File: src/rtl/matrix_stream_loader_pkg.sv
// matrix_stream_loader_pkg
// Shared definitions for the systolic-array host front end: the loader FSM
// state encoding, default buffer geometry, and the stream word/flag types
// that the loader and the array top both use.
package matrix_stream_loader_pkg;

  localparam int DEF_SIZE    = 32;
  localparam int DEF_DATA_W  = 32;
  localparam int FRAME_WORDS = 3 * DEF_SIZE;

  typedef enum logic [2:0] {
    ST_IDLE,
    ST_LOAD_A,
    ST_LOAD_B,
    ST_LOAD_I,
    ST_START,
    ST_WAIT,
    ST_DRAIN
  } state_t;

  typedef logic [DEF_DATA_W-1:0] stream_word_t;

  typedef struct packed {
    logic valid;
    logic last;
  } stream_flags_t;

  // Input words per job for a given buffer depth (A, B and I back to back).
  function automatic int frame_words(input int size);
    return 3 * size;
  endfunction

endpackage

File: src/rtl/result_skid_fifo.sv
// result_skid_fifo
// Two-entry FIFO carrying a data word plus its last flag. Occupancy is
// exported so an upstream stage can meter reads against free space.
// Ports:
//   clk, rst   : clock, asynchronous active-high reset (flushes contents)
//   push       : write push_data this cycle (caller guarantees not full)
//   push_data  : {last, data}
//   pop        : consume head this cycle (caller guarantees valid)
//   head       : {last, data} of the oldest entry
//   valid      : FIFO holds at least one entry
//   count      : occupancy 0..2
module result_skid_fifo #(
  parameter int DATA_W = 32
) (
  input  logic            clk,
  input  logic            rst,
  input  logic            push,
  input  logic [DATA_W:0] push_data,
  input  logic            pop,
  output logic [DATA_W:0] head,
  output logic            valid,
  output logic [1:0]      count
);

  logic [DATA_W:0] mem [0:1];
  logic            wr_ptr;
  logic            rd_ptr;

  always_ff @(posedge clk or posedge rst) begin
    if (rst) begin
      wr_ptr <= 1'b0;
      rd_ptr <= 1'b0;
      count  <= 2'd0;
    end else begin
      if (push) wr_ptr <= ~wr_ptr;
      if (pop)  rd_ptr <= ~rd_ptr;
      case ({push, pop})
        2'b10:   count <= count + 2'd1;
        2'b01:   count <= count - 2'd1;
        default: count <= count;
      endcase
    end
  end

  always_ff @(posedge clk) begin
    if (push) mem[wr_ptr] <= push_data;
  end

  assign head  = mem[rd_ptr];
  assign valid = (count != 2'd0);

endmodule

File: src/rtl/matrix_stream_loader.sv
// matrix_stream_loader
// Host-side front end for the systolic array. Streams one frame of 3*SIZE
// words into the A, B and I operand buffers, pulses ap_start, waits for
// ap_done, then reads SIZE result words and emits them as a stream with last.
// Ports:
//   clk, rst                 : clock, asynchronous active-high reset
//   s_valid/s_ready/s_data/s_last : input word stream
//   m_valid/m_ready/m_data/m_last : result word stream
//   addrA/enA/dataA (B, I)   : registered operand buffer write ports
//   addrO/dataO              : result read port, dataO one cycle after addrO
//   ap_start/ap_done         : compute handshake
//   busy                     : high whenever the FSM is not IDLE
//   frame_err                : sticky, s_last seen on the wrong word
//   perf_cycles              : WAIT-cycle counter, only with LOADER_PERF_EN
module matrix_stream_loader
  import matrix_stream_loader_pkg::*;
#(
  parameter int SIZE   = DEF_SIZE,
  parameter int ADDR_W = $clog2(SIZE),
  parameter int DATA_W = DEF_DATA_W
) (
  input  logic              clk,
  input  logic              rst,
  input  logic              s_valid,
  output logic              s_ready,
  input  logic [DATA_W-1:0] s_data,
  input  logic              s_last,
  output logic              m_valid,
  input  logic              m_ready,
  output logic [DATA_W-1:0] m_data,
  output logic              m_last,
  output logic [ADDR_W-1:0] addrA,
  output logic              enA,
  output logic [DATA_W-1:0] dataA,
  output logic [ADDR_W-1:0] addrB,
  output logic              enB,
  output logic [DATA_W-1:0] dataB,
  output logic [ADDR_W-1:0] addrI,
  output logic              enI,
  output logic [DATA_W-1:0] dataI,
  output logic [ADDR_W-1:0] addrO,
  input  logic [DATA_W-1:0] dataO,
  output logic              ap_start,
  input  logic              ap_done,
  output logic              busy,
  output logic              frame_err
`ifdef LOADER_PERF_EN
  ,
  output logic [31:0]       perf_cycles
`endif
);

  localparam logic [ADDR_W-1:0] K_LAST  = ADDR_W'(SIZE - 1);
  localparam logic [ADDR_W:0]   RD_END  = (ADDR_W + 1)'(SIZE);
  localparam logic [ADDR_W:0]   RD_LAST = (ADDR_W + 1)'(SIZE - 1);

  state_t            state;
  logic [ADDR_W-1:0] k;
  logic [ADDR_W:0]   rd_cnt;
  logic [ADDR_W-1:0] addr_hold;
  logic              vld_p1;
  logic              last_p1;

  logic              s_hs;
  logic              final_word;
  logic              pop;
  logic              issue;
  logic [2:0]        credit;
  logic [1:0]        fifo_count;
  logic              fifo_valid;
  logic [DATA_W:0]   fifo_head;

  assign s_ready    = (state == ST_IDLE) || (state == ST_LOAD_A) ||
                      (state == ST_LOAD_B) || (state == ST_LOAD_I);
  assign busy       = (state != ST_IDLE);
  assign s_hs       = s_valid && s_ready;
  assign final_word = (state == ST_LOAD_I) && (k == K_LAST);

  // Credit covers the word sitting on dataO; a same-cycle pop frees a slot,
  // which is what lets the drain sustain one word per cycle with two entries.
  assign pop    = m_valid && m_ready;
  assign credit = {1'b0, fifo_count} + {2'b0, vld_p1};
  assign issue  = (state == ST_DRAIN) && (rd_cnt != RD_END) &&
                  (credit < (3'd2 + {2'b0, pop}));
  assign addrO  = issue ? rd_cnt[ADDR_W-1:0] : addr_hold;

  always_ff @(posedge clk or posedge rst) begin
    if (rst) begin
      state     <= ST_IDLE;
      k         <= '0;
      rd_cnt    <= '0;
      addr_hold <= '0;
      vld_p1    <= 1'b0;
      last_p1   <= 1'b0;
      enA       <= 1'b0;
      enB       <= 1'b0;
      enI       <= 1'b0;
      addrA     <= '0;
      addrB     <= '0;
      addrI     <= '0;
      dataA     <= '0;
      dataB     <= '0;
      dataI     <= '0;
      ap_start  <= 1'b0;
      frame_err <= 1'b0;
    end else begin
      enA      <= 1'b0;
      enB      <= 1'b0;
      enI      <= 1'b0;
      ap_start <= 1'b0;

      // p0 -> p1: address presented this cycle, data appears on dataO next
      vld_p1  <= issue;
      last_p1 <= issue && (rd_cnt == RD_LAST);
      if (issue) begin
        addr_hold <= rd_cnt[ADDR_W-1:0];
        rd_cnt    <= rd_cnt + 1'b1;
      end

      if (s_hs && (s_last != final_word)) frame_err <= 1'b1;

      case (state)
        ST_IDLE, ST_LOAD_A: begin
          if (s_hs) begin
            enA   <= 1'b1;
            addrA <= k;
            dataA <= s_data;
            if (k == K_LAST) begin
              k     <= '0;
              state <= ST_LOAD_B;
            end else begin
              k     <= k + 1'b1;
              state <= ST_LOAD_A;
            end
          end
        end
        ST_LOAD_B: begin
          if (s_hs) begin
            enB   <= 1'b1;
            addrB <= k;
            dataB <= s_data;
            if (k == K_LAST) begin
              k     <= '0;
              state <= ST_LOAD_I;
            end else begin
              k <= k + 1'b1;
            end
          end
        end
        ST_LOAD_I: begin
          if (s_hs) begin
            enI   <= 1'b1;
            addrI <= k;
            dataI <= s_data;
            if (k == K_LAST) begin
              k     <= '0;
              state <= ST_START;
            end else begin
              k <= k + 1'b1;
            end
          end
        end
        ST_START: begin
          ap_start <= 1'b1;
          rd_cnt   <= '0;
          state    <= ST_WAIT;
        end
        ST_WAIT: begin
          if (ap_done) state <= ST_DRAIN;
        end
        ST_DRAIN: begin
          if (pop && m_last) state <= ST_IDLE;
        end
        default: state <= ST_IDLE;
      endcase
    end
  end

  // p1 -> FIFO: capture the read data together with its last flag
  result_skid_fifo #(
    .DATA_W(DATA_W)
  ) u_fifo (
    .clk      (clk),
    .rst      (rst),
    .push     (vld_p1),
    .push_data({last_p1, dataO}),
    .pop      (pop),
    .head     (fifo_head),
    .valid    (fifo_valid),
    .count    (fifo_count)
  );

  assign m_valid = fifo_valid;
  assign m_data  = fifo_valid ? fifo_head[DATA_W-1:0] : '0;
  assign m_last  = fifo_valid && fifo_head[DATA_W];

`ifdef LOADER_PERF_EN
  function automatic logic [31:0] sat_inc32(input logic [31:0] v);
    return (v == 32'hFFFF_FFFF) ? v : v + 32'd1;
  endfunction

  // Counts WAIT cycles until ap_done; holds its value until the next START.
  always_ff @(posedge clk or posedge rst) begin
    if (rst) begin
      perf_cycles <= 32'd0;
    end else if (state == ST_START) begin
      perf_cycles <= 32'd0;
    end else if ((state == ST_WAIT) && !ap_done) begin
      perf_cycles <= sat_inc32(perf_cycles);
    end
  end
`endif

endmodule

File: config.mk
export PLATFORM = sky130hd
export DESIGN_NAME = matrix_stream_loader
export DESIGN_NICKNAME = d
export VERILOG_FILES = /design/src/rtl/matrix_stream_loader_pkg.sv /design/src/rtl/result_skid_fifo.sv /design/src/rtl/matrix_stream_loader.sv
export SDC_FILE = /design/constraint.sdc
export NUM_CORES = 1
export LEC_CHECK = 0
export CORE_MARGIN = 3
export CORE_UTILIZATION = 52
export CTS_CLUSTER_SIZE = 12
export DETAILED_ROUTE_END_ITERATION = 12
export PLACE_DENSITY = 0.94
export SLEW_MARGIN = 20
export SYNTH_ARGS = -nofsm -noshare
export SYNTH_HDL_FRONTEND = slang
export SYNTH_HIERARCHICAL = 1
export SYNTH_SLANG_ARGS = --single-unit
File: constraint.sdc
create_clock -name clk -period 10.72 [get_ports clk]
set_clock_uncertainty 0.05 [all_clocks]
set_input_delay 2.144 -clock clk [delete_from_list [all_inputs] [get_ports clk]]
set_output_delay 2.144 -clock clk [all_outputs]
set_load 0.03 [all_outputs]
# Yosys cells after proc, flatten, opt, wreduce, memory -nomap -nowiden
# Memory sizes are Yosys's and may differ from the RTL's.
# Index checks and enable logic that the tools add are counted.
# totals
out_inout_bits	157
n_memories	1
mem_bits_rw	66
input_bits	70
reg_bits	141
wordCells	95
# op_classes
n_mux	22
n_lt_le_gt_ge	1
add_sub_neg	6
bitwise	2
reduce_logical	24
eq_ne	19
# memory_table
memory	depth	width	rd	rd_clocked_by_memory_dff	write_ports	line	text
u_fifo.mem	2	33	1	0	1	result_skid_fifo.sv:25	logic [DATA_W:0] mem [0:1];
# ops
cell	n
two-way mux 32 bit	1
two-way mux 3 bit	7
case mux 3 bit (6 select lines)	1
two-way mux 6 bit	2
two-way mux 5 bit	2
equality test 3 bit (second input constant)	3
logical AND 1 bit	9
!= test 2 bit (second input constant)	4
AND reduction 2 bit	4
two-way mux 1 bit	7
AND reduction 7 bit	1
adder 6 x 1 -> 6 bit (second input constant)	1
equality test 3 x 2 -> 1 bit (second input constant)	2
equality test 6 x 5 -> 1 bit (second input constant)	1
!= test 2 x 1 -> 1 bit (second input constant)	3
!= test 6 bit (second input constant)	1
nonzero test 2 bit	3
adder 5 x 1 -> 5 bit (second input constant)	1
equality test 5 bit (second input constant)	1
case mux 2 bit (2 select lines)	1
OR reduction 4 bit	1
adder 2 x 1 -> 3 bit	1
adder 2 x 1 -> 3 bit (first input constant)	1
equality test 3 x 1 -> 1 bit (second input constant)	1
12 further kinds	15

# Depth between registers and ports, before layout
# Gate-level depths: netlist (run 1).
# depth
depth_word	7
ltp_mapped	7
mapped_depth_nobuf	6

# Cells and area by module
# Netlist (run 1), hierarchy kept.
# modules_own_cells
module	seq_area_each_um2	area_per_inst_um2	instances	cells_per_inst
matrix_stream_loader	3428.3	5634.2	1	405
result_skid_fifo	2082.0	2717.6	1	119

# Least setup slack after synthesis (run 1)
# No wires, ideal clock.
# synth_timing
path_type	in2out
from	input port m_ready
to	output port addrO[4]
path_slack_ns	5.183
required_time_ns	8.526
arrival_ns	3.343
path_buffers	0
stages	3
path_cell_list	nand3b_1 > a21o_1 > o32ai_1
# synth_between
elab_chain_cells	5
# synth_lines
item	line	text
from (decl)	matrix_stream_loader.sv:29	input logic m_ready,
logical AND 1 bit	matrix_stream_loader.sv:81	assign pop = m_valid && m_ready;
adder 2 x 1 -> 3 bit	matrix_stream_loader.sv:84	(credit < (3'd2 + {2'b0, pop}));
less-than comparator 3 bit	matrix_stream_loader.sv:84	
logical AND 1 bit	matrix_stream_loader.sv:83	assign issue = (state == ST_DRAIN) && (rd_cnt != RD_END) &&
two-way mux 5 bit	-	
to (decl)	matrix_stream_loader.sv:41	output logic [ADDR_W-1:0] addrO,
# Every way passes these cells.

# Worst setup path in the final report (run 1)
# layout_timing
from	input port m_ready
to	output port addrO[0]
# layout_between
elab_chain_cells	5
# layout_lines
item	line	text
logical AND 1 bit	matrix_stream_loader.sv:81	
adder 2 x 1 -> 3 bit	matrix_stream_loader.sv:84	
less-than comparator 3 bit	matrix_stream_loader.sv:84	
logical AND 1 bit	matrix_stream_loader.sv:83	
named net issue	matrix_stream_loader.sv:67	logic issue;
two-way mux 5 bit	-	
# The timed path passes the listed nets, and every way through them passes these cells.

==> results of run 1 <==
## synth_stat cells, drive strengths merged
cell type,instances
a211o,1
a211oi,1
a21o,3
a21oi,7
a221o,3
a222oi,1
a31o,1
a31oi,4
and2,35
and3,2
buf,21
clkbuf,5
dfrtp,141
edfxtp,66
ha,7
inv,11
mux2,148
nand2,18
nand2b,2
nand3,7
nand3b,1
nor2,8
nor2b,3
nor3,7
nor3b,1
nor4,1
o21ai,9
o22a,1
o32ai,1
or2,1
or3,1
xnor2,3
xor2,3
## cells by family after synthesis
| logic type | count (synthesis) |
|---|---|
| buffers and inverters | 37 |
| adders and majority gates | 7 |
| xor gates and xnor gates | 6 |
| and+or+nand+nor | 87 |
| muxes | 148 |
| AOI/OAI and AO/OA | 32 |
| DFF | 207 |
## area by class of cell
| type | instances | area share |
|---|---|---|
| clock buffer | 35 | 0.0575 |
| clock inverter | 2 | 0.00338 |
| inverter | 11 | 0.00381 |
| multi-input combinational | 280 | 0.230 |
| sequential | 207 | 0.480 |
| tap | 211 | 0.0230 |
| timing repair buffer | 231 | 0.203 |
## final timing paths
| check | slack [ns] | endpoint | startpoint | cells after the start |
|---|---|---|---|---|
| setup / recovery | 4.10 | addrO[0] | m_ready | 6 |
| hold / removal | 0.41 | u_fifo/mem[0][32] | last_p1 | 0 |
| setup reg to reg | 8.28 | dataI[15] | state[2] | 3 |
| hold reg to reg | 0.41 | u_fifo/mem[0][32] | last_p1 | 0 |
| max in group asynchronous | 7.38 | dataA[10] | rst | 4 |
| min in group asynchronous | 1.88 | u_fifo/count[0] | rst | 2 |
## critical path, stage by stage
cell and delay (ns):
clkdlybuf4s50_1 0.47, nand3b_1 0.12, a21o_1 0.25, nor3b_4 0.42
mux2_2 0.40, clkdlybuf4s50_1 0.61
## per-stage QoR
stage | hold WS [ns] | total power (uW) | area [um2] | worst slack [ns]
after floorplan | 0.370 | 2230 | 8350 | 4.86
after global placement | 0.379 | 2880 | 10700 | 4.18
after detailed placement | 0.392 | 2940 | 10700 | 4.09
after CTS | 0.406 | 3700 | 11400 | 4.08
after global routing | 0.427 | 3830 | 11500 | 4.01
final | 0.406 | 3670 | 11500 | 4.10
## sequential cells by signal (all words and copies together), names as in the netlist
signal         count
addr_hold          5
dataA             32
addrA              5
u_fifo/rd_ptr      1
enB                1
u_fifo/count       2
addrI              5
rd_cnt             6
vld_p1             1
enA                1
u_fifo/mem        66
state              3
ap_start           1
addrB              5
dataI             32
dataB             32
u_fifo/wr_ptr      1
k                  5
enI                1
frame_err          1
last_p1            1
## power by group through the flow
stage | registers [uW] | logic, uW | clock network, uW
2_1_floorplan | 1590 | 646 | 0
3_3_place_gp | 1220 | 1660 | 0
3_5_place_dp | 1240 | 1700 | 0
4_1_cts | 1240 | 1720 | 744
5_1_grt | 1270 | 1790 | 777
6_report | 1240 | 1700 | 729
## layer usage
| layer | GRT usage | wire [um] |
|---|---|---|
| met5 | 0 | 0 |
| met3 | 0.0886 | 1970 |
| met4 | 0.0508 | 437 |
| met2 | 0.384 | 9850 |
| met1 | 0.272 | 7670 |
==> impl_summary.md, run 1 <==
Outcome
The flow ran to the end, and the final reports show no timing, DRC or antenna violations.

Flow run
The reported max-cap violation count is 0.

Synth
The compound-cell area share of the yosys netlist is 0.0258. The xor and xnor fraction of the mapped netlist area is 0.00629. The portion of synthesized cell area occupied by the leading cell type is 0.422.

The synthesized area per cell is 15.9 um2. After synthesis, the netlist uses 40 different library cells. Of the total synthesized cell area, the portion taken by AND, OR, NAND and NOR gates is 0.0578. The share of synthesized area occupied by flip-flops and latches is 0.660.

The number of nets handed over by synthesis was 601. During synthesis, Yosys emitted a total of 6 warnings. The cell taking the most area after synthesis is dfrtp_1. The cell area after synthesis is 8350 um2. Synthesis produced a netlist whose cell count is 524.

Of the total synthesized cell area, the portion taken by full adders, half adders and majority gates is 0.0105. The mux contribution to synthesized area is 0.213. The number of flip-flops and latches in the synthesized netlist is 207. After synthesis, the cell types taking the most area are dfrtp_1 (42%), edfxtp_1 (24%), mux2_2 (16%), mux2_4 (5.2%), and2_1 (2.3%). After synthesis, the largest family of logic cells by area is multiplexers.

Clocking
Clock tree synthesis selected as its root buffer the cell clkbuf_16. For this design, the CTS-stage hold fixing added 0 buffers. The later pin in the worst-skew pair is clocked with a latency of 0.48 ns. Post-CTS repair changed the size of 0 cells. After clock tree synthesis, the clock-pin slew on the worst setup and hold paths is 0.06 ns. The number of setup buffers added after CTS is 0. TritonCTS built the clock tree. The tree built by TritonCTS fans out to 207 sinks. The longest clock path from root to sink contains 3 buffers. The total number of H-tree levels is 1. Clock tree synthesis inserted a total of 22 buffers.

STA
The relative max-transition margin is 0.285. For the pin with the worst max-slew slack, the measured transition is 1.07 ns. Setup repair after global routing left no endpoint under its margin. The count of endpoints failing hold in the final timing report was 0.

Static timing analysis puts the maximum clock frequency at 151 MHz. The period utilization is 0.617. Setup violations remaining at the end of the flow were counted as 0. The total negative setup slack is 0 ns. The clock period could shrink to 6.62 ns. The total count of max-transition violations in the final report is 0.

Final layout
The sequential cells in the finished layout cover a total of 5510 um2. The area of the multi-input gates is 2640 um2. At the end of the flow the core is filled with cells to 0.742.

Fill cells in the final layout number 927. The number of diodes is 0. The share of final-layout standard cells stronger than drive strength 1 is 0.261. The library cell used most frequently in the layout, excluding fill and tap cells, is clkdlybuf4s50_1. The final layout contains 830 nets. The synthesis-to-finish area growth is 37.6%. The final non-filler cell total is 977. In the layout the commonest cells are clkdlybuf4s50_1 (226), dfrtp_1 (140), mux2_2 (119).

Power
Of the total power, the clock network draws 0.199. The maximum vdd drop is 0.000248 V. Of the total power, registers draw 0.337. The internal portion of the total power is 2280 uW. For this design the static power due to leakage is 0.00463 uW. Of the total power, the share spent switching nets is 0.379. The net switching power of the design is 1390 uW. The combinational power share is 0.464. For this design the ratio of total power to cell area is 320 nW/um2.

Routing
The detailed router finished its first iteration with 224 violations. The final routed wire length divided by cell count is 20.4 um. The vias after detailed routing is 5193. After detailed routing, the number of remaining DRC violations is 0. The first-pass iteration count of the detailed router is 4. Summed over all layers, the routed wires come to 19.9 mm.

The via density per instance is 5.32. The detail route stage leaves a number of antenna-violating nets equal to 0.

Global routing
Entering global routing, the biggest net connects 84 pins. Across every metal layer, demand over resource in global routing totals 0.225. The wire length of the first global-routing pass is 31.9 mm. The via count of the first global-routing pass was 5724. The global-route congestion overflow total is 0. The number of antenna violations at the first check in global routing came to 0.

Placement
After legalization and detailed placement, the total HPWL measured 13.7 mm. At the end of routability-driven placement, the weighted congestion stood at 0.868. During placement, the flow inserted port buffers numbering 226. Counting tap cells, the placed design contains a total of 938 instances.

Floorplan
Pin placement for this block handled 227 I/O pins. The height of the die is 133 um. The floorplan has 45 rows. The die covers 17600 um2. The initial utilization of the core area, before any placement, comes to 0.539. The die is 133 um wide. The core outline area is 15500 um2.

Worst setup path
For the worst setup path, the data required time is 8.53 ns. The category of the most critical setup path is primary input to output pin. The worst endpoint data arrival time is 4.42 ns.

STA classifies the critical path endpoint as an output pin. The category of the worst setup path launch point is a primary input. In this run the worst path has a maximum fanout of 9.

Min path
The min-delay analysis places its worst path in the category flop to flop.
Note: power is estimated with default switching activity, not from simulation.
==> run 2, diff against run 1 <==
--- a/config.mk
+++ b/config.mk
@@ -6,10 +6,10 @@
 export NUM_CORES = 1
 export LEC_CHECK = 0
 export CORE_MARGIN = 3
-export CORE_UTILIZATION = 52
+export CORE_UTILIZATION = 44
 export CTS_CLUSTER_SIZE = 12
 export DETAILED_ROUTE_END_ITERATION = 12
-export PLACE_DENSITY = 0.94
+export PLACE_DENSITY = 0.86
 export SLEW_MARGIN = 20
 export SYNTH_ARGS = -nofsm -noshare
 export SYNTH_HDL_FRONTEND = slang
==> constraint.sdc (replaced) <==
create_clock -name clk -period 5.6 [get_ports clk]
set_clock_uncertainty 0.05 [all_clocks]
set_input_delay 1.12 -clock clk [delete_from_list [all_inputs] [get_ports clk]]
set_output_delay 1.12 -clock clk [all_outputs]
set_load 0.03 [all_outputs]
==> impl_summary.md, run 2 (synthesis results as in run 1) <==
Min path
The launch instance of the worst min-delay path is last_p1 (unchanged). The depth of the worst hold-timing path is 0 (unchanged). The terminating pin of the worst hold path is u_fifo/mem[0][32] (unchanged). The class of the worst hold path is flop to flop (unchanged).

Final layout
The register with the highest flop count is u_fifo/mem (unchanged). The most common library cell in the layout ignoring fill and taps is clkdlybuf4s50_1 (unchanged). The final standard cell area without fillers came to 11500 um2 (about the same). The area of all sequential standard cells is 5510 um2 (unchanged). The number of diodes is 0 (unchanged). The net total in the final layout is 833 (was 830). The synthesis-to-finish area growth is 37.6% (about the same). The area of the multi-input gates is 2630 um2 (was 2640 um2). Leading cell types in the layout, fill and taps excluded: clkdlybuf4s50_1 (226), dfrtp_1 (140), mux2_2 (119) (unchanged).

The count of fill cells added during filler insertion is 1355 (was 927). The number of flip-flops in the largest register is 66 (unchanged). The final non-filler cell total was 999 (was 977).

The share of final-layout standard cells stronger than drive strength 1 came to 0.262 (was 0.261).

Worst setup path
The longest individual stage delay on the worst path came to 0.59 ns (was 0.61 ns). The category of the worst setup path launch point was a primary input (unchanged). The maximum fanout along the worst path was 9 (unchanged). The standard cell with the maximum stage delay on the critical path is clkdlybuf4s50_1 (unchanged). The gate family responsible for the most delay along the worst path is buffers and inverters (unchanged). The critical path buffer and inverter count came to 2 (unchanged).

The worst endpoint data arrival time is 3.34 ns (was 4.42 ns). The source of the critical timing path was m_ready (unchanged). The critical path depth is 6 (unchanged). The required time of the critical path is 4.43 ns (was 8.53 ns). The cell occurring most often along the worst timing path was clkdlybuf4s50_1 (unchanged). The category of the most critical setup path is primary input to output pin (unchanged). The logic depth of the worst register-to-register path is 4 (was 3). CP Cell Sequence: clkdlybuf4s50_1 > nand3b_1 > a21o_1 > nor3b_4 > mux2_2 > clkdlybuf4s50_1 (unchanged). The kind of end point of the critical path is an output pin (unchanged).

The capturing point of the worst reg2reg path is dataB[1] (was dataI[15]). The minimum setup slack among reg-to-reg paths is 2.93 ns (was 8.28 ns). The startpoint of the most critical register-to-register path is state[1] (was state[2]).

Routing
The first-pass iteration count of the detailed router is 7 (was 4). The antenna violation net count after detailed routing is 0 (unchanged). The first-iteration detailed-routing DRC count is 127 (was 224). The detailed-route DRC error count is 0 (unchanged). The vias after detailed routing is 5087 (was 5193).

The via density per instance came to 5.09 (was 5.32). The wire length after detailed routing came to 18.8 mm (was 19.9 mm). The final routed wire length divided by cell count is 18.8 um (was 20.4 um).

Global routing
The total routing resource utilization after global routing was 0.177 (was 0.225). The busiest metal layer after global routing was met2 (unchanged). The global-route congestion overflow total came to 0 (unchanged). The number of antenna violations at the first check in global routing is 0 (unchanged). The via count of the first global-routing pass was 5295 (was 5724).

The met1 layer usage reported by global route is 0.222 (was 0.272). The met2 track demand over resource is 0.287 (was 0.384). The largest net degree at the start of global routing was 77 (was 84). The wire length of the first global-routing pass is 29.0 mm (was 31.9 mm). The met3 capacity usage during global routing was 0.0769 (was 0.0886).

Floorplan
The die area is 20700 um2 (was 17600 um2). The initial standard-cell utilization of the core is 0.456 (was 0.539). The I/O pin count was 227 (unchanged). The height of the die was 144 um (was 133 um). The width of the die is 144 um (was 133 um).

The placement row count is 49 (was 45). The core outline area is 18300 um2 (was 15500 um2).

Power
The combinational power share is 0.468 (was 0.464). The net switching power of the design is 2610 uW (was 1390 uW). The overall power came to 6930 uW (was 3670 uW). The clock power share is 0.196 (was 0.199). The static leakage is 0.00463 uW (about the same). The maximum vdd drop is 0.000544 V (was 0.000248 V).

The total internal power is 4320 uW (was 2280 uW). The sequential share of power came to 0.337 (about the same). The power per cell area was 603 nW/um2 (was 320 nW/um2).

The net switching fraction of the power was 0.376 (was 0.379).

Clocking
The TritonCTS sink count was 207 (unchanged). The post-cts repair resize count is 0 (unchanged). The latest clock arrival within the worst-skew pair came to 0.49 ns (was 0.48 ns). The clock tree root buffer cell is clkbuf_16 (unchanged).

The clock slew seen by the registers of the worst setup and hold paths is 0.06 ns (about the same). The maximum clock insertion buffer count is 3 (unchanged). The number of setup buffers added after CTS was 0 (unchanged). The clock tree from TritonCTS was done (unchanged). The number of buffers added by the clock tree synthesis step is 22 (unchanged). The number of buffers added to fix hold violations after cts came to 0 (unchanged). The total number of H-tree levels came to 1 (unchanged).

Flow run
The reported max-cap violation count is 0 (unchanged).

STA
The time the worst path needs with I/O delays and setup is 4.51 ns. The total count of max-transition violations in the final report is 0 (unchanged). The actual transition at the worst max-transition pin is 1.07 ns (about the same). The setup-violating endpoint count in the final report came to 0 (unchanged).

The relative max-transition margin came to 0.285 (about the same). Unrepaired setup endpoints after global routing: no (unchanged). The count of endpoints failing hold in the final timing report is 0 (unchanged). Based on the critical path, the design can be clocked at up to 222 MHz.

The total negative setup slack is 0 ns (unchanged). Of the available clock period, the critical path in the final layout requires 0.806.

Placement
The last weighted congestion value of the routability-driven placer is 0.785 (was 0.868). The final HPWL from detailed placement was 12.9 mm (was 13.7 mm). The placed standard-cell area is 10800 um2 (was 10700 um2). The cell total after placement is 960 (was 938).

The count of input and output buffers is 226 (unchanged).

Outcome
Run status: completed (unchanged).
run 2: cell types whose count changed in the layout (fill, tap and decap cells not counted), sizes merged:
cell	previous run	this run
clkinv	1	2
bufinv	1	0
clkbuf	35	36
buf	5	8
run 2: routing by layer:
metal	vias to the layer above	wire length, um
li1	2339	-
met1	2519	7680
met2	208	8680
met3	21	2080
met4	0	346
met5	-	0
run 2: area by class of cell:
type / instances / share of cell area
sequential: 207 / 0.479
multi-input combinational: 280 / 0.229
timing repair buffer: 234 / 0.204
clock buffer: 36 / 0.0579
tap: 229 / 0.0249
inverter: 11 / 0.00403
clock inverter: 2 / 0.000871
run 2: stage by stage:
step | utilization | hold WS, ns | worst slack [ns]
2_1_floorplan | - | 0.370 | 0.762
3_3_place_gp | 0.589 | 0.381 | 1.08
4_1_cts | 0.626 | 0.396 | 1.08
3_5_place_dp | 0.589 | 0.382 | 1.08
6_report | 0.627 | 0.392 | 1.09
5_1_grt | 0.627 | 0.425 | 0.991
run 2: worst max path at each step:
| stage | to | slack (ns) |
|---|---|---|
| after floorplan | addrA[0] | 0.76 |
| after global placement | addrO[1] | 1.08 |
| after detailed placement | addrO[0] | 1.08 |
| after CTS | addrO[0] | 1.08 |
| after global routing | addrO[2] | 0.99 |
| final | addrO[0] | 1.09 |
run 2: power groups by stage:
stage | sequential, uW | clock (uW) | combinational (uW)
floorplan | 3040 | 0 | 1240
global placement | 2330 | 0 | 3210
detailed placement | 2360 | 0 | 3250
CTS | 2340 | 1410 | 3260
global route | 2400 | 1460 | 3400
finish | 2330 | 1360 | 3240
==> run 3, diff against run 2 <==
--- a/config.mk
+++ b/config.mk
@@ -6,10 +6,10 @@
 export NUM_CORES = 1
 export LEC_CHECK = 0
 export CORE_MARGIN = 3
-export CORE_UTILIZATION = 44
+export CORE_UTILIZATION = 48
 export CTS_CLUSTER_SIZE = 12
 export DETAILED_ROUTE_END_ITERATION = 12
-export PLACE_DENSITY = 0.86
+export PLACE_DENSITY = 0.89
 export SLEW_MARGIN = 20
 export SYNTH_ARGS = -nofsm -noshare
 export SYNTH_HDL_FRONTEND = slang
==> constraint.sdc (replaced) <==
create_clock -name clk -period 4.6 [get_ports clk]
set_clock_uncertainty 0.05 [all_clocks]
set_input_delay 0.92 -clock clk [delete_from_list [all_inputs] [get_ports clk]]
set_output_delay 0.92 -clock clk [all_outputs]
set_load 0.03 [all_outputs]
==> impl_summary.md, run 3 (synthesis results as in run 1) <==
Outcome
Run status: completed (unchanged).

Placement
The count of input and output buffers is 226 (unchanged). The cell total after placement is 952 (was 960). The last weighted congestion value of the routability-driven placer is 0.845 (was 0.785). The final HPWL from detailed placement is 13.8 mm (was 12.9 mm).

Worst setup path
The standard cell with the maximum stage delay on the critical path is clkdlybuf4s50_1 (unchanged). The category of the most critical setup path is flop to output pin (was primary input to output pin). CP Cell Sequence: or2_2 > nand3b_1 > a21o_1 > nor3b_4 > mux2_2 > clkdlybuf4s50_1 (was clkdlybuf4s50_1 > nand3b_1 > a21o_1 > nor3b_4 > mux2_2 > clkdlybuf4s50_1). The longest individual stage delay on the worst path is 0.60 ns (was 0.59 ns). The maximum fanout along the worst path was 36 (was 9). The category of the worst setup path launch point is a flop (was primary input). The worst endpoint data arrival time is 3.25 ns (was 3.34 ns). The required time of the critical path came to 3.63 ns (was 4.43 ns). The kind of end point of the critical path is an output pin (unchanged).

Floorplan
The height of the die came to 138 um (was 144 um). The width of the die is 138 um (was 144 um). The core outline area is 16800 um2 (was 18300 um2).

The placement row count came to 47 (was 49). The die area is 19000 um2 (was 20700 um2). The initial standard-cell utilization of the core came to 0.497 (was 0.456).

The I/O pin count is 227 (unchanged).

STA
The actual transition at the worst max-transition pin is 0.956 ns (was 1.07 ns). The relative max-transition margin came to 0.361 (was 0.285). The setup-violating endpoint count in the final report is 0 (unchanged).

Unrepaired setup endpoints after global routing: no (unchanged). The total negative setup slack came to 0 ns (unchanged). The clock period could shrink to 4.22 ns. The total count of max-transition violations in the final report is 0 (unchanged).

Static timing analysis puts the maximum clock frequency at 237 MHz. The count of endpoints failing hold in the final timing report came to 0 (unchanged). Of the available clock period, the critical path in the final layout requires 0.918.

Final layout
The final non-filler cell total is 989 (was 999). The synthesis-to-finish area growth is 37.4% (was 37.6%). The number of diodes is 0 (unchanged).

The share of final-layout standard cells stronger than drive strength 1 is 0.265 (was 0.262). The net total in the final layout came to 833 (unchanged). The register with the highest flop count is u_fifo/mem (unchanged). Leading cell types in the layout, fill and taps excluded: clkdlybuf4s50_1 (226), dfrtp_1 (140), mux2_2 (119) (unchanged). The most common library cell in the layout ignoring fill and taps is clkdlybuf4s50_1 (unchanged). The number of flip-flops in the largest register was 66 (unchanged).

Routing
The final routed wire length divided by cell count is 20.2 um (was 18.8 um). The detailed-route DRC error count is 0 (unchanged). The first-iteration detailed-routing DRC count is 177 (was 127). The first-pass iteration count of the detailed router was 4 (was 7).

The antenna violation net count after detailed routing is 0 (unchanged). The via density per instance is 5.21 (was 5.09). The wire length after detailed routing came to 19.9 mm (was 18.8 mm). The vias after detailed routing is 5157 (was 5087).

Global routing
The met3 capacity usage during global routing came to 0.0878 (was 0.0769). The via count of the first global-routing pass came to 5645 (was 5295). The global-route congestion overflow total came to 0 (unchanged). The met1 layer usage reported by global route was 0.249 (was 0.222).

The largest net degree at the start of global routing is 62 (was 77). The busiest metal layer after global routing is met2 (unchanged). The met2 track demand over resource is 0.339 (was 0.287). The number of antenna violations at the first check in global routing is 0 (unchanged). The wire length of the first global-routing pass came to 30.7 mm (was 29.0 mm). The total routing resource utilization after global routing is 0.207 (was 0.177).

Clocking
The latest clock arrival within the worst-skew pair came to 0.50 ns (was 0.49 ns). The total number of H-tree levels is 1 (unchanged). The TritonCTS sink count was 207 (unchanged). The number of buffers added by the clock tree synthesis step is 22 (unchanged). The clock tree root buffer cell is clkbuf_16 (unchanged). The number of setup buffers added after CTS is 0 (unchanged). The post-cts repair resize count is 0 (unchanged).

The number of buffers added to fix hold violations after cts is 0 (unchanged). The maximum clock insertion buffer count is 3 (unchanged). The clock tree from TritonCTS is done (unchanged). The clock slew seen by the registers of the worst setup and hold paths is 0.06 ns (about the same).

Power
The overall power is 8470 uW (was 6930 uW). The maximum vdd drop is 0.000509 V (was 0.000544 V). The power per cell area came to 738 nW/um2 (was 603 nW/um2). The static leakage is 0.00462 uW (was 0.00463 uW).

Min path
The class of the worst hold path was flop to flop (unchanged).

Flow run
The reported max-cap violation count is 0 (unchanged).
[run 3: changes by cell type in the layout (fill, tap and decap cells not counted)]
cell | before | now
buf_12 | 0 | 1
clkinv_8 | 0 | 1
clkinvlp_4 | 0 | 1
clkbuf_1 | 10 | 7
clkbuf_8 | 2 | 5
clkbuf_16 | 24 | 22
buf_16 | 1 | 0
inv_6 | 1 | 0
[run 3: critical path: cells and delay by family (launching register included)]
family / cells / cell delay [ns]
compound gates: 1 / 0.25
simple gates: 3 / 1.07
buf+inv: 1 / 0.60
mux: 1 / 0.41
flops: 1 / 0.42
[run 3: final timing paths]
kind                                           to  slack [ns]       startpoint  cells past startpoint
worst max-delay path                     addrO[2]        0.38  u_fifo/count[0]                      6
worst min-delay path            u_fifo/mem[0][32]        0.40          last_p1                      0
worst max register to register       addr_hold[2]        2.26  u_fifo/count[0]                      5
worst min register to register  u_fifo/mem[0][32]        0.40          last_p1                      0
max in group asynchronous               dataI[31]        2.56              rst                      3
min in group asynchronous           u_fifo/wr_ptr        0.66              rst                      2
[run 3: where the power goes]
| part | total, uW | switching [uW] | internal [uW] |
|---|---|---|---|
| Clock | 1640 | 678 | 961 |
| Combinational | 3990 | 2150 | 1830 |
| Sequential | 2840 | 401 | 2440 |
| Total | 8470 | 3230 | 5230 |
[run 3: metrics by stage]
| stage | util | setup slack, ns | area (um2) | hold WS (ns) |
|---|---|---|---|---|
| after floorplan | - | 1.51 | 8360 | 0.370 |
| after global placement | 0.642 | 0.509 | 10800 | 0.379 |
| after detailed placement | 0.642 | 0.428 | 10800 | 0.384 |
| after CTS | 0.682 | 0.327 | 11500 | 0.398 |
| after global routing | 0.682 | 0.198 | 11500 | 0.405 |
| final | 0.682 | 0.377 | 11500 | 0.396 |
[run 3: area by class of cell]
type / count / area [um2]
flip-flops and latches: 207 / 5510
fillers: 1119 / 5350
multi-input cells: 280 / 2630
repair buffers: 234 / 2330
clock buffers: 34 / 646
well taps: 220 / 275
inverters: 11 / 45.0
clock inverters: 3 / 26.3
[run 3: per-layer routing]
layer	vias to the layer above	wire, um	share of wire
met5	-	0	0
met4	0	544	0.027
met3	39	2230	0.11
met2	229	9570	0.48
met1	2558	7600	0.38
li1	2331	-	-
